[src/rtl/grid_slot_operand_join.sv]
// Operand join: NUM_IN independent FIFOs whose heads are released together as one
// operand set once every enabled channel holds data; one ack pops all enabled heads.
module grid_slot_operand_join #(
    parameter int DATA_W = 32,
    parameter int NUM_IN = 3,
    parameter int DEPTH  = 4
) (
    input  logic                                   clk,
    input  logic                                   rst,
    input  logic                                   flush,
    input  logic [NUM_IN-1:0]                      in_en,
    input  logic [NUM_IN*DATA_W-1:0]               data_in,
    input  logic [NUM_IN-1:0]                      valid_in,
    output logic [NUM_IN-1:0]                      ready_in,
    output logic [NUM_IN*DATA_W-1:0]               op_data,
    output logic                                   op_valid,
    input  logic                                   op_ack,
    output logic [NUM_IN*$clog2(DEPTH+1)-1:0]      occupancy,
    output logic                                   err
);

    localparam int PTR_W = $clog2(DEPTH);
    localparam int CNT_W = $clog2(DEPTH+1);

    logic [DATA_W-1:0] r_mem    [NUM_IN][DEPTH];
    logic [PTR_W-1:0]  r_rd_ptr [NUM_IN];
    logic [PTR_W-1:0]  r_wr_ptr [NUM_IN];
    logic [CNT_W-1:0]  r_cnt    [NUM_IN];
    logic              r_err;

    logic [NUM_IN-1:0] w_full;
    logic [NUM_IN-1:0] w_have;
    logic [NUM_IN-1:0] w_push;
    logic              w_pop;
    logic              w_proto_err;

    // A disabled channel never blocks the join, so it counts as "has data".
    always_comb begin
        w_full    = '0;
        w_have    = '0;
        op_data   = '0;
        occupancy = '0;
        for (int i = 0; i < NUM_IN; i++) begin
            w_full[i] = (r_cnt[i] == CNT_W'(DEPTH));
            w_have[i] = (r_cnt[i] != '0) | ~in_en[i];
            if (in_en[i])
                op_data[i*DATA_W +: DATA_W] = r_mem[i][r_rd_ptr[i]];
            occupancy[i*CNT_W +: CNT_W] = r_cnt[i];
        end
    end

    assign op_valid    = ~rst & (|in_en) & (&w_have);
    assign ready_in    = in_en & ~w_full & {NUM_IN{~rst & ~flush}};
    assign w_push      = valid_in & ready_in;
    assign w_pop       = op_valid & op_ack;
    assign w_proto_err = (op_ack & ~op_valid) | (|(valid_in & ~in_en));
    assign err         = r_err;

    always_ff @(posedge clk) begin
        if (rst || flush) begin
            for (int i = 0; i < NUM_IN; i++) begin
                r_rd_ptr[i] <= '0;
                r_wr_ptr[i] <= '0;
                r_cnt[i]    <= '0;
            end
            r_err <= 1'b0;
        end else begin
            for (int i = 0; i < NUM_IN; i++) begin
                if (w_push[i])
                    r_wr_ptr[i] <= r_wr_ptr[i] + PTR_W'(1);
                if (w_pop && in_en[i])
                    r_rd_ptr[i] <= r_rd_ptr[i] + PTR_W'(1);
                case ({w_push[i], w_pop & in_en[i]})
                    2'b10:   r_cnt[i] <= r_cnt[i] + CNT_W'(1);
                    2'b01:   r_cnt[i] <= r_cnt[i] - CNT_W'(1);
                    default: r_cnt[i] <= r_cnt[i];
                endcase
            end
            if (w_proto_err)
                r_err <= 1'b1;
        end
    end

    // Storage is not reset; w_push is already suppressed during rst and flush.
    always_ff @(posedge clk) begin
        for (int i = 0; i < NUM_IN; i++) begin
            if (w_push[i])
                r_mem[i][r_wr_ptr[i]] <= data_in[i*DATA_W +: DATA_W];
        end
    end

endmodule

[config.mk]
export PLATFORM = sky130hd
export DESIGN_NAME = grid_slot_operand_join
export DESIGN_NICKNAME = d
export VERILOG_FILES = /design/src/rtl/grid_slot_operand_join.sv
export SDC_FILE = /design/constraint.sdc
export NUM_CORES = 1
export LEC_CHECK = 0
export BUFFER_PORTS_ARGS = -buffer_cell sky130_fd_sc_hd__buf_2
export CELL_PAD_IN_SITES_DETAIL_PLACEMENT = 1
export CELL_PAD_IN_SITES_GLOBAL_PLACEMENT = 2
export CORE_MARGIN = 3
export CORE_UTILIZATION = 39
export CTS_BUF_LIST = sky130_fd_sc_hd__clkbuf_4 sky130_fd_sc_hd__clkbuf_8 sky130_fd_sc_hd__clkbuf_16
export DETAILED_ROUTE_END_ITERATION = 7
export PLACE_DENSITY_LB_ADDON = 0.1
export SLEW_MARGIN = 5
export SYNTH_ARGS = -nofsm -noshare
export SYNTH_HDL_FRONTEND = slang
export SYNTH_SLANG_ARGS = --single-unit
[constraint.sdc]
create_clock -name clk -period 3.11 [get_ports clk]
set_input_delay 0 -clock clk [delete_from_list [all_inputs] [get_ports clk]]
set_output_delay 0 -clock clk [all_outputs]
set_load 0.02 [all_outputs]
==> results of run 1 <==
## repair_timing
| action | 4_1_cts | 5_1_grt |
|---|---|---|
| hold endpoints to repair | 409 | 0 |
| hold buffers | 99 | 0 |
| setup endpoints to repair | 0 | 0 |
## placed cells by master (no fill, tap or decap), types with 2 or more instances in the layout
cell           count
clkbuf_4          11
buf_12             2
and2_2             2
and2_1           109
dlygate4sd3_1     99
edfxtp_1         405
nand2_1            6
nor4b_1            2
clkinv_2           6
ha_1              19
buf_4             23
clkinv_1           7
buf_2            215
nor2_1            22
mux4_2            96
and3_1             4
clkinvlp_4         2
xor2_1             3
clkbuf_16         45
or3b_1             2
fa_1               2
nand3_1            3
inv_1             15
nor2b_1            4
nand2b_1           3
xnor2_1            6
a21oi_1            2
## stage by stage
step           hold WS (ns)  utilization
2_1_floorplan        0.0989            -
3_3_place_gp          0.215        0.442
3_5_place_dp          0.223        0.442
4_1_cts             0.00298        0.498
5_1_grt              0.0685        0.498
6_report             0.0311        0.498
## worst reg2reg max path: cells and delay by family (launching register included)
family / cells / cell delay (ns)
fa+ha+maj: 3 / 0.78
simple gates: 5 / 0.87
buf+inv: 1 / 0.08
xor+xnor: 2 / 0.31
flops: 1 / 0.40
## kinds of logic (layout without fill, tap and decap cells)
kind of cell               Yosys count  after routing
muxes                               97             97
and+or+nand+nor                    165            165
xor gates and xnor gates             9              9
other                                0              1
adders and majority gates           21             21
buffers and inverters               54            426
DFF                                406            406
AOI/OAI and AO/OA                    6              6
## worst max path at each step
| stage | start | end | slack [ns] | cells after the start |
|---|---|---|---|---|
| after floorplan | r_cnt[2][0] | r_cnt[0][2] | 0.45 | 11 |
| after global placement | r_cnt[2][0] | r_cnt[0][2] | 0.42 | 11 |
| after detailed placement | r_cnt[2][0] | r_cnt[0][2] | 0.40 | 11 |
| after CTS | r_cnt[2][0] | r_cnt[0][2] | 0.40 | 11 |
| after global routing | r_cnt[2][0] | r_cnt[0][2] | 0.19 | 11 |
| final | r_cnt[2][0] | r_cnt[0][2] | 0.42 | 11 |
## power groups by stage
stage	Clock [mW]	Sequential [mW]	Combinational, mW
after floorplan	0	6.25	0.498
after global placement	0	6.24	0.838
after detailed placement	0	6.24	0.847
after CTS	4.88	6.13	0.951
after global routing	5.08	6.13	1.02
final	4.72	6.13	0.930
## layout make-up
cell class	instances	share of cell area
flip-flops and latches	406	0.608
multi-input cells	298	0.178
repair buffers	339	0.114
clock buffers	56	0.0604
well taps	525	0.0328
clock inverters	15	0.00356
inverters	16	0.00300
diodes	1	0.000125
## per-layer routing
metal / vias to the layer above / GRT usage / routed length (um) / part of all wire
met4: 6 / 0.0536 / 753 / 0.021
met5: - / 0 / 39 / 0.0011
met1: 4249 / 0.215 / 15200 / 0.42
li1: 3694 / - / - / -
met2: 181 / 0.274 / 17600 / 0.49
met3: 62 / 0.0443 / 2180 / 0.061
## sequential cells by signal (all words and copies together), names as in the netlist
signal,count
r_rd_ptr,6
r_cnt,9
r_wr_ptr,6
err,1
r_mem,384
==> metrics.cfg, run 1 <==
[power]
internal-power_mw = 9.24
p_sw_frac = 0.215
p_leak_nw = 7.05
p_per_area_nw_per_um2 = 588
pwr-share-comb = 0.079
vdd.ir_drop.worst_mv = 0.518
p_clk_frac = 0.401
p_switching_mw = 2.54
design_power_total_mw = 11.8
p_seq_frac = 0.520

[synthesis]
synth_seq_cells = 406
synth_top_area_frac = 0.758
ys_types = 37
yosysMostFrequentCell = edfxtp_1
synth.mux.area_fraction = 0.135
synthCells = 758
ys_warn_count = 0
synthSimpleGateAreaFrac = 0.0624
synth_top_area_cell = edfxtp_1
synth-compound-area-share = 0.00211
synth_top_family_by_area = multiplexers
syn_nets = 885
synthXorXnorAreaFrac = 0.00491
avgSynthCellArea_um2 = 21.2
yosys-top-cells-area = edfxtp_1 (76%), mux4_2 (13%), and2_1 (4.3%)
synth_edf_count = 405
synth_fa_ha_area_frac = 0.0173
syn_area_um2 = 16000
synthArstFlopShare = 0
seq_area_frac_synth = 0.759
synthTopCellsByCount = edfxtp_1 (405), and2_1 (109), mux4_2 (96)
synth-main-ff-cell = edfxtp_1

[placement]
io_buffer_count = 215
pre_cts_ws_ns = 0.400
dp_hpwl_um = 21200
postPlaceCellArea_um2 = 17800
gp_congestion = 0.700
dpl.cell_count = 1485

[floorplanning]
start_util = 0.399
die_area_um2 = 43600
die_w_um = 209
die_height_um = 209
rows = 73
core-area_um2 = 40200
io_pins = 216

[sta]
max_freq_mhz = 371
slew_headroom = 0.527
rsz0062_at_grt = false
slew_violations = 0
hold_violations = 0
setup_viol = 0
fin_crit_ns = 2.69
worst_slew_pin_slew_ns = 0.709
fin_crit_sh = 0.866
setup_ws_ns = 0.417
fin_skew_ns = 0.0105
fin_tns_setup_ns = 0

[worst_setup_path]
critical_path_buf_inv_count = 1
worstPathArrival_ns = 3.00
path_delay_family = simple AND/OR/NAND/NOR gates
critPathMaxFanout = 4
cp.required_ns = 3.42
end_kind = flip-flop
path_cells = inv_1 > ha_1 > and3b_4 > nor4_2 > and3_1 > ha_1 > nand2_1 > fa_1 > xnor2_1 > xnor2_1 > nor2_1
rr_endpoint = r_cnt[0][2]
ff2ff_setup_slack_ns = 0.42
r2r_start = r_cnt[2][0]
reg2reg_depth = 11
crit_type = flip-flop to flip-flop
slowest_stage = edfxtp_1
crit_path_max_incr_delay_ns = 0.40
startpoint_type = flip-flop

[clocking]
clock_path_buffers = 3
cts_resized = 0
clock-root-buffer = clkbuf_16
htreeDepth = 2
cts.sinks = 406
cts_setup_buffers = 0
cts_tree = done
cts_buffers = 44
insertion_delay_ns = 0.56
path_clk_slew_ns = 0.06

[run]
maxCapViolations = 0

[grt]
grt_pass1_vias = 9286
grt_max_degree = 38
grt_pass1_wl_um = 55200
track_usage = 0.166
grt_overflow = 0
antenna_found_initial = 4

[cells_and_area]
multi_input_area_um2 = 3560
nFillCells = 3795
seqCellArea_um2 = 12200
syn_to_final_growth_pct = 24.8
drive_gt1_frac = 0.361
fin_area_um2 = 20000
layout.nets = 1232
layoutNonFillerInstCount = 1656

[min_path]
hold_path_end = r_wr_ptr[0][2]
min_from = rst
min_path_type = input pin to flip-flop
min_path_cells = 4

[drt]
vias_per_cell = 4.95
firstDrtPassIters = 4
postRouteAntennaNets = 0
wl_per_cell_um = 21.6
drt-total-wl_um = 35700
route.vias.total = 8192
drt_iter0_markers = 364
route.detailed.drc = 0

[outcome]
status = completed

No activity file was read; power rests on OpenSTA's default activity.
==> run 2, diff against run 1 <==
--- a/config.mk
+++ b/config.mk
@@ -10,7 +10,6 @@
 export CELL_PAD_IN_SITES_GLOBAL_PLACEMENT = 2
 export CORE_MARGIN = 3
 export CORE_UTILIZATION = 39
-export CTS_BUF_LIST = sky130_fd_sc_hd__clkbuf_4 sky130_fd_sc_hd__clkbuf_8 sky130_fd_sc_hd__clkbuf_16
 export DETAILED_ROUTE_END_ITERATION = 7
 export PLACE_DENSITY_LB_ADDON = 0.1
 export SLEW_MARGIN = 5
==> metrics.cfg, run 2 (synthesized netlist as in run 1, its figures left out) <==
[cells_and_area]
layout.nets = 1232  ; unchanged
drive_gt1_frac = 0.351  ; -0.00973
nFillCells = 3804  ; +0.24%
seqCellArea_um2 = 12200  ; unchanged
layoutNonFillerInstCount = 1656  ; unchanged
layout_common_cells = edfxtp_1 (405), buf_2 (215), and2_1 (109)
final_common_cell = edfxtp_1
largest_reg_flops = 384  ; unchanged
utilization = 0.497  ; -0.00103
fin_area_um2 = 20000  ; -0.21%
multi_input_area_um2 = 3560  ; unchanged
syn_to_final_growth_pct = 24.6

[floorplanning]
die_area_um2 = 43600  ; unchanged
die_height_um = 209  ; unchanged
io_pins = 216  ; unchanged
start_util = 0.399  ; unchanged
core-area_um2 = 40200  ; unchanged
rows = 73  ; unchanged
die_w_um = 209  ; unchanged

[sta]
hold_ws_ns = 0.0311  ; -0.0000837 ns
slew_headroom = 0.523  ; -0.00375
fin_tns_setup_ns = 0  ; unchanged
max_freq_mhz = 372  ; +0.14%
setup_viol = 0  ; unchanged
setup_ws_ns = 0.420  ; +0.00366 ns
fin_crit_ns = 2.69  ; -0.00366 ns
hold_violations = 0  ; unchanged
fin_crit_sh = 0.865  ; -0.00118
fin_skew_ns = 0.0105  ; +0.0000606 ns
slew_violations = 0  ; unchanged
rsz0062_at_grt = false
worst_slew_pin_slew_ns = 0.715  ; +0.00562 ns

[clocking]
cts.sinks = 406  ; unchanged
insertion_delay_ns = 0.56  ; about the same
cts_buffers = 44  ; unchanged
cts_resized = 0  ; unchanged
clock-root-buffer = clkbuf_16
cts_tree = done
htreeDepth = 2  ; unchanged
clock_path_buffers = 3  ; unchanged
path_clk_slew_ns = 0.06  ; about the same

[placement]
gp_congestion = 0.700  ; unchanged
pre_cts_ws_ns = 0.400  ; unchanged
io_buffer_count = 215  ; unchanged
postPlaceCellArea_um2 = 17800  ; unchanged
dpl.cell_count = 1485  ; unchanged
dp_hpwl_um = 21200  ; unchanged

[drt]
drt_iter0_markers = 349  ; -4.1%
drt-total-wl_um = 35700  ; about the same
wl_per_cell_um = 21.6  ; about the same
route.detailed.drc = 0  ; unchanged
postRouteAntennaNets = 0  ; unchanged
vias_per_cell = 4.94  ; -0.11%
route.vias.total = 8183  ; -0.11%
firstDrtPassIters = 4  ; unchanged

[power]
p_per_area_nw_per_um2 = 585  ; -0.61%
vdd.ir_drop.worst_mv = 0.518  ; about the same
p_leak_nw = 7.01  ; -0.53%
design_power_total_mw = 11.7  ; -0.82%

[grt]
grt_max_degree = 38  ; unchanged
grt_pass1_wl_um = 55200  ; unchanged
track_usage = 0.166  ; about the same
grt_overflow = 0  ; unchanged
grt_pass1_vias = 9284  ; -0.022%
antenna_found_initial = 4  ; unchanged

[worst_setup_path]
reg2reg_depth = 11  ; unchanged
crit_type = flip-flop to flip-flop
critPathMaxFanout = 4  ; unchanged
worstPathArrival_ns = 3.00  ; about the same
ff2ff_setup_slack_ns = 0.42  ; about the same
r2r_start = r_cnt[2][0]
startpoint_type = flip-flop
rr_endpoint = r_cnt[0][2]
cp.required_ns = 3.42  ; about the same
end_kind = flip-flop

[min_path]
hold_path_end = r_wr_ptr[0][2]
min_from = rst
min_path_type = input pin to flip-flop
min_path_cells = 4  ; unchanged

[run]
maxCapViolations = 0  ; unchanged

[outcome]
status = completed

[run 2: worst max path at each step]
stage                     start          end  slack (ns)  depth (start not counted)
global route        r_cnt[2][0]  r_cnt[0][2]        0.19                         11
finish              r_cnt[2][0]  r_cnt[0][2]        0.42                         11
global placement    r_cnt[2][0]  r_cnt[0][2]        0.42                         11
floorplan           r_cnt[2][0]  r_cnt[0][2]        0.45                         11
CTS                 r_cnt[2][0]  r_cnt[0][2]        0.40                         11
detailed placement  r_cnt[2][0]  r_cnt[0][2]        0.40                         11
[run 2: cell type report]
| type | count | share of cell area |
|---|---|---|
| antenna | 1 | 0.000125 |
| clock inverter | 15 | 0.00357 |
| tap | 525 | 0.0329 |
| timing repair buffer | 339 | 0.114 |
| sequential | 406 | 0.610 |
| inverter | 16 | 0.00301 |
| multi-input combinational | 298 | 0.178 |
| clock buffer | 56 | 0.0584 |
[run 2: per-layer routing]
| metal | track usage | share of wire | wire length (um) |
|---|---|---|---|
| met1 | 0.215 | 0.42 | 15200 |
| met2 | 0.274 | 0.49 | 17500 |
| met3 | 0.0443 | 0.062 | 2220 |
| met4 | 0.0536 | 0.021 | 764 |
| met5 | 0 | 0.0011 | 39 |
[run 2: repair_timing]
action / CTS / global route
hold buffers: 99 / 0
hold endpoints to repair: 409 / 0
setup buffers: 0 / 0
[run 2: where the power goes]
part,switching [mW],internal (mW)
Clock,2.00,2.62
Combinational,0.502,0.427
Sequential,0.0317,6.10
[run 2: critical path, stage by stage, from the launching register on]
cell and delay, ns:
edfxtp_1 0.40, inv_1 0.08, ha_1 0.22, and3b_4 0.20, nor4_2 0.32, and3_1 0.22, ha_1 0.18, nand2_1 0.07
fa_1 0.38, xnor2_1 0.17, xnor2_1 0.14, nor2_1 0.05
==> run 3, diff against run 2 <==
--- a/config.mk
+++ b/config.mk
@@ -9,7 +9,7 @@
 export CELL_PAD_IN_SITES_DETAIL_PLACEMENT = 1
 export CELL_PAD_IN_SITES_GLOBAL_PLACEMENT = 2
 export CORE_MARGIN = 3
-export CORE_UTILIZATION = 39
+export CORE_UTILIZATION = 44
 export DETAILED_ROUTE_END_ITERATION = 7
 export PLACE_DENSITY_LB_ADDON = 0.1
 export SLEW_MARGIN = 5
==> metrics.cfg, run 3 (synthesized netlist as in run 1, its figures left out) <==
[drt]
postRouteAntennaNets = 0  ; unchanged
drt_iter0_markers = 403  ; +15%
vias_per_cell = 5.10  ; +3.2%
wl_per_cell_um = 21.4  ; -0.84%
firstDrtPassIters = 4  ; unchanged
route.detailed.drc = 0  ; unchanged
route.vias.total = 8139  ; -0.54%
drt-total-wl_um = 34200  ; -4.4%

[cells_and_area]
largest_reg_flops = 384  ; unchanged
drive_gt1_frac = 0.346  ; -0.00507
syn_to_final_growth_pct = 24.6  ; about the same
diodes = 0  ; -1
final_common_cell = edfxtp_1
layout.nets = 1232  ; unchanged
layout_common_cells = edfxtp_1 (405), buf_2 (215), and2_1 (109)
fin_area_um2 = 20000  ; about the same
utilization = 0.559  ; +0.0618

[worst_setup_path]
end_kind = flip-flop
critical_path_buf_inv_count = 3  ; +2
cp.required_ns = 3.52  ; +0.10 ns
path_delay_family = buffers and inverters
path_cells = inv_1 > ha_1 > and3b_4 > or4_1 > o21ai_1 > dlygate4sd3_1 > a31oi_1 > dlygate4sd3_1
crit_path_max_incr_delay_ns = 0.56  ; +0.16 ns
worstPathArrival_ns = 3.21  ; +0.21 ns
cpMostUsedCell = dlygate4sd3_1
crit_type = flip-flop to flip-flop
critPathMaxFanout = 4  ; unchanged
slowest_stage = dlygate4sd3_1
startpoint_type = flip-flop

[sta]
setup_viol = 0  ; unchanged
hold_ws_ns = 0.0730  ; +0.0420 ns
hold_violations = 0  ; unchanged
fin_skew_ns = 0.0140  ; +0.00353 ns
slew_violations = 0  ; unchanged
fin_crit_sh = 0.900  ; +0.0352
worst_slew_pin_slew_ns = 0.683  ; -0.0320 ns
fin_tns_setup_ns = 0  ; unchanged
max_freq_mhz = 357  ; -3.9%
setup_ws_ns = 0.311  ; -0.109 ns
rsz0062_at_grt = false
fin_crit_ns = 2.80  ; +0.109 ns
slew_headroom = 0.545  ; +0.0213

[placement]
dp_hpwl_um = 20600  ; -2.8%
postPlaceCellArea_um2 = 17600  ; -0.61%
pre_cts_ws_ns = 0.376  ; -0.0246 ns
gp_congestion = 0.714  ; +1.9%
io_buffer_count = 215  ; unchanged

[clocking]
insertion_delay_ns = 0.53  ; -0.03 ns
clock_path_buffers = 3  ; unchanged
htreeDepth = 2  ; unchanged
cts_setup_buffers = 0  ; unchanged
cts_buffers = 44  ; unchanged
clock-root-buffer = clkbuf_16
cts.sinks = 406  ; unchanged
cts_tree = done
path_clk_slew_ns = 0.06  ; about the same
cts_resized = 0  ; unchanged

[power]
p_per_area_nw_per_um2 = 593  ; +1.5%
vdd.ir_drop.worst_mv = 0.523  ; +1.0%
p_leak_nw = 7.04  ; +0.45%

[grt]
antenna_found_initial = 3  ; -1
grt_max_degree = 38  ; unchanged
grt_pass1_vias = 9113  ; -1.8%
grt_pass1_wl_um = 52700  ; -4.5%
track_usage = 0.178  ; +0.0120
grt_overflow = 0  ; unchanged

[floorplanning]
die_w_um = 197  ; -5.7%
start_util = 0.449  ; +0.0497
die_height_um = 197  ; -5.7%
core-area_um2 = 35700  ; -11%
die_area_um2 = 38800  ; -11%
rows = 69  ; -5.5%
io_pins = 216  ; unchanged

[outcome]
status = completed

[min_path]
min_path_type = input pin to flip-flop

[run]
maxCapViolations = 0  ; unchanged

## run 3: cell types whose count changed in the layout (fill, tap and decap cells not counted), sizes merged
cell | before | now
diode | 1 | 0
dlygate4sd3 | 99 | 101
clkinv | 13 | 16
clkinvlp | 2 | 1
bufinv | 0 | 3
buf | 240 | 238
## run 3: worst paths after layout
path	cells past startpoint	from	slack, ns	to
worst max-delay path	8	r_cnt[2][0]	0.31	err
worst min-delay path	3	rst	0.07	r_cnt[1][1]
worst max register to register	8	r_cnt[2][0]	0.31	err
worst min register to register	1	r_cnt[2][0]	0.62	r_cnt[2][0]
## run 3: final cells by class
| class | instances | area (um^2) |
|---|---|---|
| clock buffer | 56 | 1170 |
| clock inverter | 20 | 160 |
| fill | 3236 | 15800 |
| inverter | 16 | 60.1 |
| multi-input combinational | 298 | 3560 |
| sequential | 406 | 12200 |
| tap | 461 | 577 |
| timing repair buffer | 339 | 2270 |
## run 3: worst register-to-register path, stage by stage (launching register included)
cell and delay, ns:
edfxtp_1 0.39, inv_1 0.08, ha_1 0.21, and3b_4 0.20, or4_1 0.49, o21ai_1 0.13, dlygate4sd3_1 0.56, a31oi_1 0.08
dlygate4sd3_1 0.55
## run 3: per-stage QoR
step	power [mW]	std cells
final	11.9	1596
after global routing	12.3	1596
after CTS	12.0	1596
after detailed placement	7.07	1419
after global placement	7.06	1419
after floorplan	6.75	758
## run 3: what timing repair did
action / CTS / global route
hold buffers: 101 / 0
endpoints found under the hold margin: 391 / 0
setup endpoints to repair: 0 / 0
## run 3: where the power goes
| group | leakage [nW] | internal (mW) | total (mW) | switching (mW) |
|---|---|---|---|---|
| combinational | 2.70 | 0.426 | 0.921 | 0.495 |
| sequential | 3.70 | 6.10 | 6.13 | 0.0339 |
| clock | 0.640 | 2.87 | 4.80 | 1.93 |
| total | 7.04 | 9.40 | 11.9 | 2.46 |
## run 3: metal layers
layer	wire [um]	GRT usage	share of wire	vias to the layer above
met5	28	0	0.00082	-
met2	17100	0.306	0.50	191
met4	466	0.0367	0.014	6
met1	14400	0.231	0.42	4193
li1	-	-	-	3705
met3	2210	0.0465	0.065	44
